$ cat config.mk
export PLATFORM = sky130hd
export DESIGN_NAME = bypass_network
export DESIGN_NICKNAME = d
export VERILOG_FILES = /design/src/rtl/bypass_network_pkg.sv /design/src/rtl/bypass_network_prio_sel.sv /design/src/rtl/bypass_network.sv
export SDC_FILE = /design/constraint.sdc
export NUM_CORES = 2
export LEC_CHECK = 0
export BUFFER_PORTS_ARGS = -buffer_cell sky130_fd_sc_hd__buf_2
export CELL_PAD_IN_SITES_DETAIL_PLACEMENT = 0
export CELL_PAD_IN_SITES_GLOBAL_PLACEMENT = 1
export CORE_AREA = 2 2 349 351
export CTS_BUF_LIST = sky130_fd_sc_hd__clkbuf_4 sky130_fd_sc_hd__clkbuf_8 sky130_fd_sc_hd__clkbuf_16
export CTS_CLUSTER_SIZE = 12
export DETAILED_ROUTE_END_ITERATION = 10
export DIE_AREA = 0 0 351 353
export HOLD_SLACK_MARGIN = 0.12
export PLACE_DENSITY_LB_ADDON = 0.25
export SYNTH_ARGS = -nofsm -noshare
export SYNTH_HDL_FRONTEND = slang
export SYNTH_SLANG_ARGS = --single-unit
$ cat constraint.sdc
create_clock -name clk -period 6.7 [get_ports clk]
set_clock_uncertainty 0.2 [all_clocks]
set_input_delay 1.005 -clock clk [delete_from_list [all_inputs] [get_ports clk]]
set_output_delay 1.005 -clock clk [all_outputs]
set_load 0.02 [all_outputs]
$ cat src/rtl/bypass_network_pkg.sv
// Backend-wide constants and the writeback history entry type shared by the
// read-side bypass network.
package bypass_network_pkg;

  localparam int RF_WR_LAT    = 2;
  localparam int BN_PREG_W    = 7;
  localparam int BN_DATA_W    = 64;
  localparam int BN_HIST      = RF_WR_LAT;
  localparam bit BN_ZERO_PREG = 1'b1;

  typedef struct packed {
    logic                 valid;
    logic [BN_PREG_W-1:0] rd;
    logic [BN_DATA_W-1:0] data;
  } wb_entry_t;

endpackage

$ cat src/rtl/bypass_network_prio_sel.sv
// Priority match of one read address against N ordered candidates; the
// lowest candidate index wins.
module bypass_prio_sel #(
  parameter int N      = 12,
  parameter int PREG_W = 7,
  parameter int DATA_W = 64
) (
  input  logic [PREG_W-1:0]   i_addr,
  input  logic [N-1:0]        i_vld,
  input  logic [N*PREG_W-1:0] i_rd,
  input  logic [N*DATA_W-1:0] i_data,
  output logic [DATA_W-1:0]   o_data,
  output logic                o_hit
);

  always_comb begin
    // NOTE: defaults before the loop keep every path assigned, so no latch.
    o_data = '0;
    o_hit  = 1'b0;
    // Scan oldest to youngest so the lowest matching index is written last.
    for (int n = N - 1; n >= 0; n--) begin
      if (i_vld[n] && (i_rd[n*PREG_W +: PREG_W] == i_addr)) begin
        o_hit  = 1'b1;
        o_data = i_data[n*DATA_W +: DATA_W];
      end
    end
  end

endmodule

$ cat src/rtl/bypass_network.sv
// Read-side operand bypass: forwards current and recent writebacks that the
// multi-cycle-write regfile cannot show yet, with per-port hold and hit count.
module bypass_network
  import bypass_network_pkg::*;
#(
  parameter int READ_PORTS = 4,
  parameter int WB_PORTS   = 4,
  parameter int PREG_W     = BN_PREG_W,
  parameter int DATA_W     = BN_DATA_W,
  parameter int HIST       = BN_HIST,
  parameter bit ZERO_PREG  = BN_ZERO_PREG,
  parameter int CNT_W      = 32
) (
  input  logic                           clk,
  input  logic                           rst,
  input  logic [READ_PORTS*PREG_W-1:0]   raddr,
  input  logic [READ_PORTS-1:0]          hold,
  output logic [READ_PORTS*PREG_W-1:0]   rf_raddr,
  input  logic [READ_PORTS*DATA_W-1:0]   rf_rdata,
  input  logic [WB_PORTS-1:0]            wb_en,
  input  logic [WB_PORTS-1:0]            wb_we,
  input  logic [WB_PORTS*PREG_W-1:0]     wb_rd,
  input  logic [WB_PORTS*DATA_W-1:0]     wb_res,
  output logic [READ_PORTS*DATA_W-1:0]   rdata,
  output logic [READ_PORTS-1:0]          fwd_hit,
  output logic [CNT_W-1:0]               hit_cnt
);

  localparam int N_CAND = (HIST + 1) * WB_PORTS;

  logic [READ_PORTS-1:0][PREG_W-1:0] r_raddr_q;
  wb_entry_t                         r_hist [HIST][WB_PORTS];
  wb_entry_t [WB_PORTS-1:0]          w_wb_cur;
  logic [N_CAND-1:0]                 w_cand_vld;
  logic [N_CAND-1:0][PREG_W-1:0]     w_cand_rd;
  logic [N_CAND-1:0][DATA_W-1:0]     w_cand_data;
  logic [READ_PORTS-1:0][DATA_W-1:0] w_sel_data;
  logic [READ_PORTS-1:0]             w_sel_hit;
  logic [CNT_W-1:0]                  r_hit_cnt;
  logic [CNT_W-1:0]                  w_pop;
  logic [CNT_W:0]                    w_cnt_sum;
  logic                              w_dup_wb;

  always_comb begin
    for (int p = 0; p < WB_PORTS; p++) begin
      w_wb_cur[p].valid = wb_en[p] & wb_we[p];
      w_wb_cur[p].rd    = wb_rd[p*PREG_W +: PREG_W];
      w_wb_cur[p].data  = wb_res[p*DATA_W +: DATA_W];
    end
  end

  always_ff @(posedge clk) begin
    // NOTE: sequential state uses non-blocking assignments so every register
    // samples pre-edge values regardless of statement order.
    if (rst) begin
      r_raddr_q <= '0;
    end else begin
      for (int i = 0; i < READ_PORTS; i++) begin
        if (!hold[i]) r_raddr_q[i] <= raddr[i*PREG_W +: PREG_W];
      end
    end
  end

  always_comb begin
    for (int i = 0; i < READ_PORTS; i++) begin
      rf_raddr[i*PREG_W +: PREG_W] = hold[i] ? r_raddr_q[i] : raddr[i*PREG_W +: PREG_W];
    end
  end

  // History slides every cycle, independent of hold.
  always_ff @(posedge clk) begin
    for (int p = 0; p < WB_PORTS; p++) begin
      r_hist[0][p] <= w_wb_cur[p];
      for (int k = 1; k < HIST; k++) begin
        r_hist[k][p] <= r_hist[k-1][p];
      end
    end
    // NOTE: only the valid bits are reset; rd/data are never used while invalid.
    if (rst) begin
      for (int k = 0; k < HIST; k++) begin
        for (int p = 0; p < WB_PORTS; p++) begin
          r_hist[k][p].valid <= 1'b0;
        end
      end
    end
  end

  always_comb begin
    for (int p = 0; p < WB_PORTS; p++) begin
      w_cand_vld[p]  = w_wb_cur[p].valid;
      w_cand_rd[p]   = w_wb_cur[p].rd;
      w_cand_data[p] = w_wb_cur[p].data;
    end
    for (int k = 0; k < HIST; k++) begin
      for (int p = 0; p < WB_PORTS; p++) begin
        w_cand_vld[(k+1)*WB_PORTS + p]  = r_hist[k][p].valid;
        w_cand_rd[(k+1)*WB_PORTS + p]   = r_hist[k][p].rd;
        w_cand_data[(k+1)*WB_PORTS + p] = r_hist[k][p].data;
      end
    end
  end

  for (genvar i = 0; i < READ_PORTS; i++) begin : g_port
    bypass_prio_sel #(
      .N      (N_CAND),
      .PREG_W (PREG_W),
      .DATA_W (DATA_W)
    ) u_sel (
      .i_addr (r_raddr_q[i]),
      .i_vld  (w_cand_vld),
      .i_rd   (w_cand_rd),
      .i_data (w_cand_data),
      .o_data (w_sel_data[i]),
      .o_hit  (w_sel_hit[i])
    );
  end

  always_comb begin
    rdata   = '0;
    fwd_hit = '0;
    for (int i = 0; i < READ_PORTS; i++) begin
      if (ZERO_PREG && (r_raddr_q[i] == '0)) begin
        rdata[i*DATA_W +: DATA_W] = '0;
        fwd_hit[i]                = 1'b0;
      end else if (w_sel_hit[i]) begin
        rdata[i*DATA_W +: DATA_W] = w_sel_data[i];
        fwd_hit[i]                = 1'b1;
      end else begin
        rdata[i*DATA_W +: DATA_W] = rf_rdata[i*DATA_W +: DATA_W];
      end
    end
  end

  always_comb begin
    w_pop = '0;
    for (int i = 0; i < READ_PORTS; i++) begin
      w_pop = w_pop + CNT_W'(fwd_hit[i]);
    end
    w_cnt_sum = {1'b0, r_hit_cnt} + {1'b0, w_pop};
  end

  always_ff @(posedge clk) begin
    if (rst)                 r_hit_cnt <= '0;
    else if (w_cnt_sum[CNT_W]) r_hit_cnt <= '1;
    else                     r_hit_cnt <= w_cnt_sum[CNT_W-1:0];
  end

  assign hit_cnt = r_hit_cnt;

  // Rename never issues two same-cycle writers of one live preg.
  always_comb begin
    w_dup_wb = 1'b0;
    for (int a = 0; a < WB_PORTS; a++) begin
      for (int b = a + 1; b < WB_PORTS; b++) begin
        if (w_wb_cur[a].valid && w_wb_cur[b].valid && (w_wb_cur[a].rd == w_wb_cur[b].rd)
            && !(ZERO_PREG && (w_wb_cur[a].rd == '0))) begin
          w_dup_wb = 1'b1;
        end
      end
    end
  end

  a_no_dup_wb: assert property (@(posedge clk) disable iff (rst) !w_dup_wb);

endmodule

# ---- Yosys cells after proc, flatten, opt, wreduce, memory -nomap -nowiden
# Memory sizes are Yosys's and may differ from the RTL's.
# Cells that the tools add are included.
dict set report word_totals {
  register_bits 60
  mem_bits_rw 576
  inputBits 582
  output_inout_bits 320
  mem_count 1
}
# memory words width read_ports rd_clocked_by_memory_dff write_ports line_no
set memory_table {}
lappend memory_table {r_hist 2 288 2 0 2 bypass_network.sv:32} ;# wb_entry_t r_hist [HIST][WB_PORTS];
dict set report classes {
  add_sub_neg 4
  eq_ne 48
  mux 127
  n_bitwise 12
  n_reduce_logical 52
}
# op n
set op_table {}
lappend op_table {{64-bit two-way mux} 56}
lappend op_table {{7-bit == test} 48}
lappend op_table {{1-bit two-way mux} 66}
lappend op_table {{1-bit logical AND} 48}
lappend op_table {{32-bit by 4-bit adder with 33-bit output} 1}
lappend op_table {{32-bit two-way mux} 1}
lappend op_table {{7-bit zero test} 4}
lappend op_table {{7-bit two-way mux} 4}
lappend op_table {{1-bit bitwise OR (first input constant)} 8}
lappend op_table {{3-bit by 1-bit adder with 4-bit output} 1}
lappend op_table {{1-bit AND} 4}
lappend op_table {{2-bit by 1-bit adder with 3-bit output} 1}
lappend op_table {{1-bit by 1-bit adder with 2-bit output} 1}

# ---- Longest topological paths before layout
# An unclocked memory read counts as a cell.
dict set report depth {
  word_depth 22
  mapped_depth 27
  depth_no_buf 20
}

# ---- By module
# Synthesis repeated with hierarchy kept, for this count alone.
dict set report hier_totals {
  hier_cells 6483
  hier_area_um2 47690.7
}
# module instances cells_each area_per_inst_um2
set modules_own_cells {}
lappend modules_own_cells {bypass_prio_sel 4 1254 7340.8}
lappend modules_own_cells {bypass_network 1 1467 18327.6}

# ---- Worst setup path after synthesis
# OpenSTA, ideal clock, no wires.
dict set report synth_path {
  path_type {in2reg}
  from {input wb_en[2]}
  to {register r_hit_cnt[25], in the netlist hit_cnt[25]}
  setup_ns 0.071
  arrival_ns 5.778
  required_time_ns 6.429
  slack_ns 0.651
  path_stages 26
  n_path_buf 6
  cell_sequence {nand2_1 -> nor4_1 -> and2_1 -> buf_2 -> nor2_2 -> nand3_2 -> or3_4 -> nor2b_4 -> buf_6 -> buf_6 -> inv_1 -> fa_1 -> fa_1 -> inv_1 -> fa_1 -> nand4_1 -> nor4_1 -> and3_1 -> buf_2 -> nand3_1 -> nor2_1 -> nand3_1 -> or2_1 -> buf_2 -> buf_2 -> a21oi_1}
}
dict set report synth_between {
  word_cells_on_any_way 30
  classes_between {4 x add/sub; 21 x mux; 1 x bitwise; 4 x reduce/logical}
}
# item line_no
set synth_rtl {}
lappend synth_rtl {{from (decl)} bypass_network.sv:20} ;# input logic [WB_PORTS-1:0] wb_en,
lappend synth_rtl {{1-bit AND} bypass_network.sv:46} ;# w_wb_cur[p].valid = wb_en[p] & wb_we[p];
lappend synth_rtl {{1-bit logical AND} bypass_network_prio_sel.sv:22} ;# if (i_vld[n] && (i_rd[n*PREG_W +: PREG_W] == i_addr)) begin
lappend synth_rtl {{1-bit two-way mux (3 in series)} bypass_network_prio_sel.sv:22}
lappend synth_rtl {{1-bit two-way mux} bypass_network.sv:125} ;# end else if (w_sel_hit[i]) begin
lappend synth_rtl {{1-bit two-way mux} bypass_network.sv:122} ;# if (ZERO_PREG && (r_raddr_q[i] == '0)) begin
lappend synth_rtl {{net fwd_hit[3]} bypass_network.sv:25} ;# output logic [READ_PORTS-1:0] fwd_hit,
lappend synth_rtl {{3-bit by 1-bit adder with 4-bit output} bypass_network.sv:137} ;# w_pop = w_pop + CNT_W'(fwd_hit[i]);
lappend synth_rtl {{32-bit by 4-bit adder with 33-bit output} bypass_network.sv:139} ;# w_cnt_sum = {1'b0, r_hit_cnt} + {1'b0, w_pop};
lappend synth_rtl {{32-bit two-way mux} bypass_network.sv:144} ;# else if (w_cnt_sum[CNT_W]) r_hit_cnt <= '1;
lappend synth_rtl {{to (signal assigned)} bypass_network.sv:145} ;# else r_hit_cnt <= w_cnt_sum[CNT_W-1:0];
lappend synth_rtl {{to (decl)} bypass_network.sv:39} ;# logic [CNT_W-1:0] r_hit_cnt;
# The timed path passes the listed nets, and every way through them passes these cells.
# A chain may end at the register's enable or synchronous reset.

# ---- Worst setup path after layout
dict set report layout_path {
  from {register r_raddr_q[2] in the netlist's numbering}
  to {output rdata[18]}
}
dict set report layout_between {
  elab_chain_len 16
  word_cells_on_any_way 51
  classes_between {12 x eq/ne; 26 x mux; 13 x reduce/logical}
}
# item line_no
set layout_lines {}
lappend layout_lines {{from (decl)} bypass_network.sv:31} ;# logic [READ_PORTS-1:0][PREG_W-1:0] r_raddr_q;
lappend layout_lines {{from (signal, indexed assignment)} bypass_network.sv:59} ;# if (!hold[i]) r_raddr_q[i] <= raddr[i*PREG_W +: PREG_W];
lappend layout_lines {{7-bit == test} bypass_network_prio_sel.sv:22}
lappend layout_lines {{1-bit logical AND} bypass_network_prio_sel.sv:22}
lappend layout_lines {{64-bit two-way mux or 1-bit two-way mux (tied branches) (12 in series)} bypass_network_prio_sel.sv:22}
lappend layout_lines {{64-bit two-way mux} bypass_network.sv:125}
lappend layout_lines {{64-bit two-way mux (*)} bypass_network.sv:122}
lappend layout_lines {{to (decl)} bypass_network.sv:24} ;# output logic [READ_PORTS*DATA_W-1:0] rdata,
# Mark *: on every way between the ends. The rest lies on a longest branch, timed or not.

==> parameters.txt <==
Parameter                              Value

Synthesis
  Gate Count Post-Synth    6043
  Synthesized-area fraction occupied by ao, oa, aoi and oai cells    between 30% and 40%
  Combinational family with the most area after synthesis    compound AO/OA/AOI/OAI gates
  Share of cell area taken by muxes after synthesis    roughly 2.5%
  Synth async-reset ratio    0%
  Post-synthesis sequential area ratio    around 27%
  Number of enable-type register cells in the synthesized netlist    0
  Share of synthesized cell area in full adder, half adder and majority cells    0.153%
  Count of synthesis-stage warnings from yosys    0
  Combined area of all synthesized cells    47300 sq um
  Post-synthesis xor/xnor area fraction    around 6.7%
  Average size of a mapped cell    between 7 and 8 sq um
  Synthesized Nets    6629
  Share of synthesized cell area in and, or, nand and nor gates    between 10% and 20%
  Count of state elements after synthesis    roughly 640
  Top_reg_cell synth    sky130_fd_sc_hd__dfxtp_1
  Synth unique cells    90

Placement
  Final weighted congestion in routability-driven placement    1.00
  Post-DP HPWL    209000 um
  Buffers on Ports    roughly 900
  Worst slack at placement    between 200 and 250 ps
  # placed instances    around 8200
  Placement-stage cell area    between 50000 and 60000 sq um

Pwr
  Pint    7.38 mW
  Part of the total power dissipated in the clock network    42.7%
  Power density over the cells    between 150 and 200 nW/um^2
  VDD IR max    roughly 190 uV
  Power share of the sequential group    approximately 40%
  Post-route total power    about 11 mW
  Switching power as a share of total power    approximately a third
  Switching component of the power    between 3 and 4 mW
  Leakage power total    21.8 nW
  Combinational share of power    17.8%

Run status
  Violated checks    setup timing
  Result of the run    finished, violations left

STA
  Slew of the pin with the lowest slew margin    roughly 1500 ps
  Final count of pins violating max slew    0
  Worst max-slew margin expressed relative to the limit    between 1.5 and 2%
  Fmax    145 MHz
  Final worst path period share    103%
  Endpoints failing setup    37
  Worst Hold Margin    around 190 ps
  Final critical-path required period    between 6000 and 7000 ps
  Setup TNS Final    -2440 ps
  Setup repair after global routing missed its margin    false
  Final Worst Setup Slack    -209 ps
  Final Hold Viols    0

Finish
  Share of layout cells above drive strength 1    22.7%
  Post-layout util    approximately 47%
  Post-layout net count    7202
  Area growth from synthesis to layout    18.9%
  Post-route cell area    ~56000 sq um
  Final cell count without fillers    around 8300

GRT
  Vias in the first global route    just under 60000
  Overflow left after global routing    0
  M2 GR Usage    a little over two thirds
  Pin count of the biggest net entering global routing    84
  Global-route wire length before repair    approximately 450000 um
  Busiest layer in global routing    met2
  Antenna violations before repair    43
  M3 GR Usage    21.3%
  Overall track demand over capacity in global routing    roughly half
  Grt met1 use    about three fifths

Routing
  Wirelength, routed    roughly 330000 um
  Number of optimization iterations in the first detailed-route pass    7
  Detail-routed via count per cell    between 7 and 8
  Routed vias    63000
  Detailed router's first-iteration violation count    11300
  Wire per inst    39.2 um
  Number of design rule violations left after detail routing    0
  Remaining antenna violation count    0

Worst setup path
  Critical path data required time    ~5500 ps
  Kind of capture point of the worst setup path    output pin
  Startpoint kind of the worst setup timing path    flip-flop
  Maximum fanout along the worst path    48
  Critical path type    flip-flop to output pin
  Arrival time of the worst setup path    about 5700 ps
  R2R Setup Slk    between 300 and 400 ps

Die
  Core Region    ~120000 sq um
  Die extent in y    353 um
  Area of the die    about 120000 sq um
  Boundary pin count    902
  Starting density of the core    approximately two fifths
  Die Width    between 300 and 400 um
  Site row count    128

CTS
  Number of buffers added for setup after CTS    0
  Maximum clock path buffer count    3
  CTS tree    done
  TritonCTS Buffers    80
  Buffer type at the clock tree root    sky130_fd_sc_hd__clkbuf_16
  TritonCTS Sinks    636
  Clock transition at the registers of the reported paths    approximately 60 ps
  Clock latency on the worst-skew pair    720 ps
  Number of H-tree branching levels    3

Job
  Number of max-cap violations    0

Min path
  Classification of the worst-slack hold path    flip-flop to flip-flop
[state kept, by name, summed over array words and instances, names as in the netlist]
name       count
r_hist       576
hit_cnt       32
r_raddr_q     28
[synth_stat cells, drive strengths merged, types with 132 or more instances]
master	count	area, sq um
a221o	186	1860
o221ai	151	1320
a21oi	391	1960
nor2	432	1670
nor3	152	771
clkbuf	424	1600
o22ai	132	826
o21ai	255	1280
nand3	272	1380
nand2	478	1800
o22a	162	1420
xor2	167	1470
dfxtp	636	12700
a211oi	204	1530
a22oi	137	1030
buf	268	1660
a221oi	200	1750
xnor2	194	1700
[placed cells by master, fill, tap and decap left out, types with 151 or more instances in the layout]
master / instances
sky130_fd_sc_hd__a221oi_1: 199
sky130_fd_sc_hd__xnor2_1: 194
sky130_fd_sc_hd__buf_4: 260
sky130_fd_sc_hd__a21oi_1: 389
sky130_fd_sc_hd__nor2_1: 406
sky130_fd_sc_hd__o221ai_1: 151
sky130_fd_sc_hd__a221o_1: 186
sky130_fd_sc_hd__dfxtp_1: 633
sky130_fd_sc_hd__nand3_1: 267
sky130_fd_sc_hd__o21ai_0: 233
sky130_fd_sc_hd__o22a_1: 162
sky130_fd_sc_hd__xor2_1: 166
sky130_fd_sc_hd__nand2_1: 460
sky130_fd_sc_hd__a211oi_1: 204
sky130_fd_sc_hd__buf_2: 901
[cell type report]
cell class              instances  area [sq um]
fillers                     12100         64300
multi-input cells            4650         31600
flip-flops and latches        636         12700
repair buffers               1183          6870
clock buffers                 109          2330
well taps                    1625          2030
clock inverters                31           384
inverters                      65           245
diodes                         30          75.1
[per-layer routing]
| layer | wire length [um] | part of all wire (%) |
|---|---|---|
| met1 | 115000 | 35 |
| met2 | 130000 | 40 |
| met3 | 51500 | 16 |
| met4 | 30800 | 9.4 |
| met5 | 258 | 0.079 |
[path summary, 6_finish.rpt]
check             cells after the start            from        endpoint
setup / recovery                     12    r_raddr_q[2]       rdata[18]
hold / removal                        0  r_hist[0][135]  r_hist[1][135]
setup reg to reg                     21   r_raddr_q[22]      hit_cnt[0]
hold reg to reg                       0  r_hist[0][135]  r_hist[1][135]
[critical path, stage by stage (launching register included)]
cell,delay [ps]
sky130_fd_sc_hd__dfxtp_1,650
sky130_fd_sc_hd__buf_4,300
sky130_fd_sc_hd__buf_4,180
sky130_fd_sc_hd__xnor2_1,120
sky130_fd_sc_hd__nand4_1,160
sky130_fd_sc_hd__nor2_4,120
sky130_fd_sc_hd__buf_4,540
sky130_fd_sc_hd__buf_6,690
sky130_fd_sc_hd__o31ai_4,390
sky130_fd_sc_hd__buf_4,430
sky130_fd_sc_hd__a221oi_1,880
sky130_fd_sc_hd__o32ai_1,220
sky130_fd_sc_hd__buf_2,240
[kinds of logic (layout without fill, tap and decap cells)]
family	count (synthesis)	count (layout)
compound gates	2446	2446
simple gates	1722	1722
buf+inv	757	1388
flops	636	636
xor+xnor	361	361
mux	117	117
fa+ha+maj	4	4
other cells	0	30
[power by group through the flow]
stage	combinational (mW)	sequential [mW]	clock (mW)
6_report	1.95	4.32	4.67
4_1_cts	1.88	4.30	4.62
2_1_floorplan	1.03	4.23	0
3_5_place_dp	1.87	4.38	0
5_1_grt	2.00	4.33	4.75
3_3_place_gp	1.87	4.38	0
[timing repair]
item                       CTS  global route
hold buffers                 0             0
resized for setup            0             9
setup endpoints to repair    0            24
(Power assumes the default switching activity.)
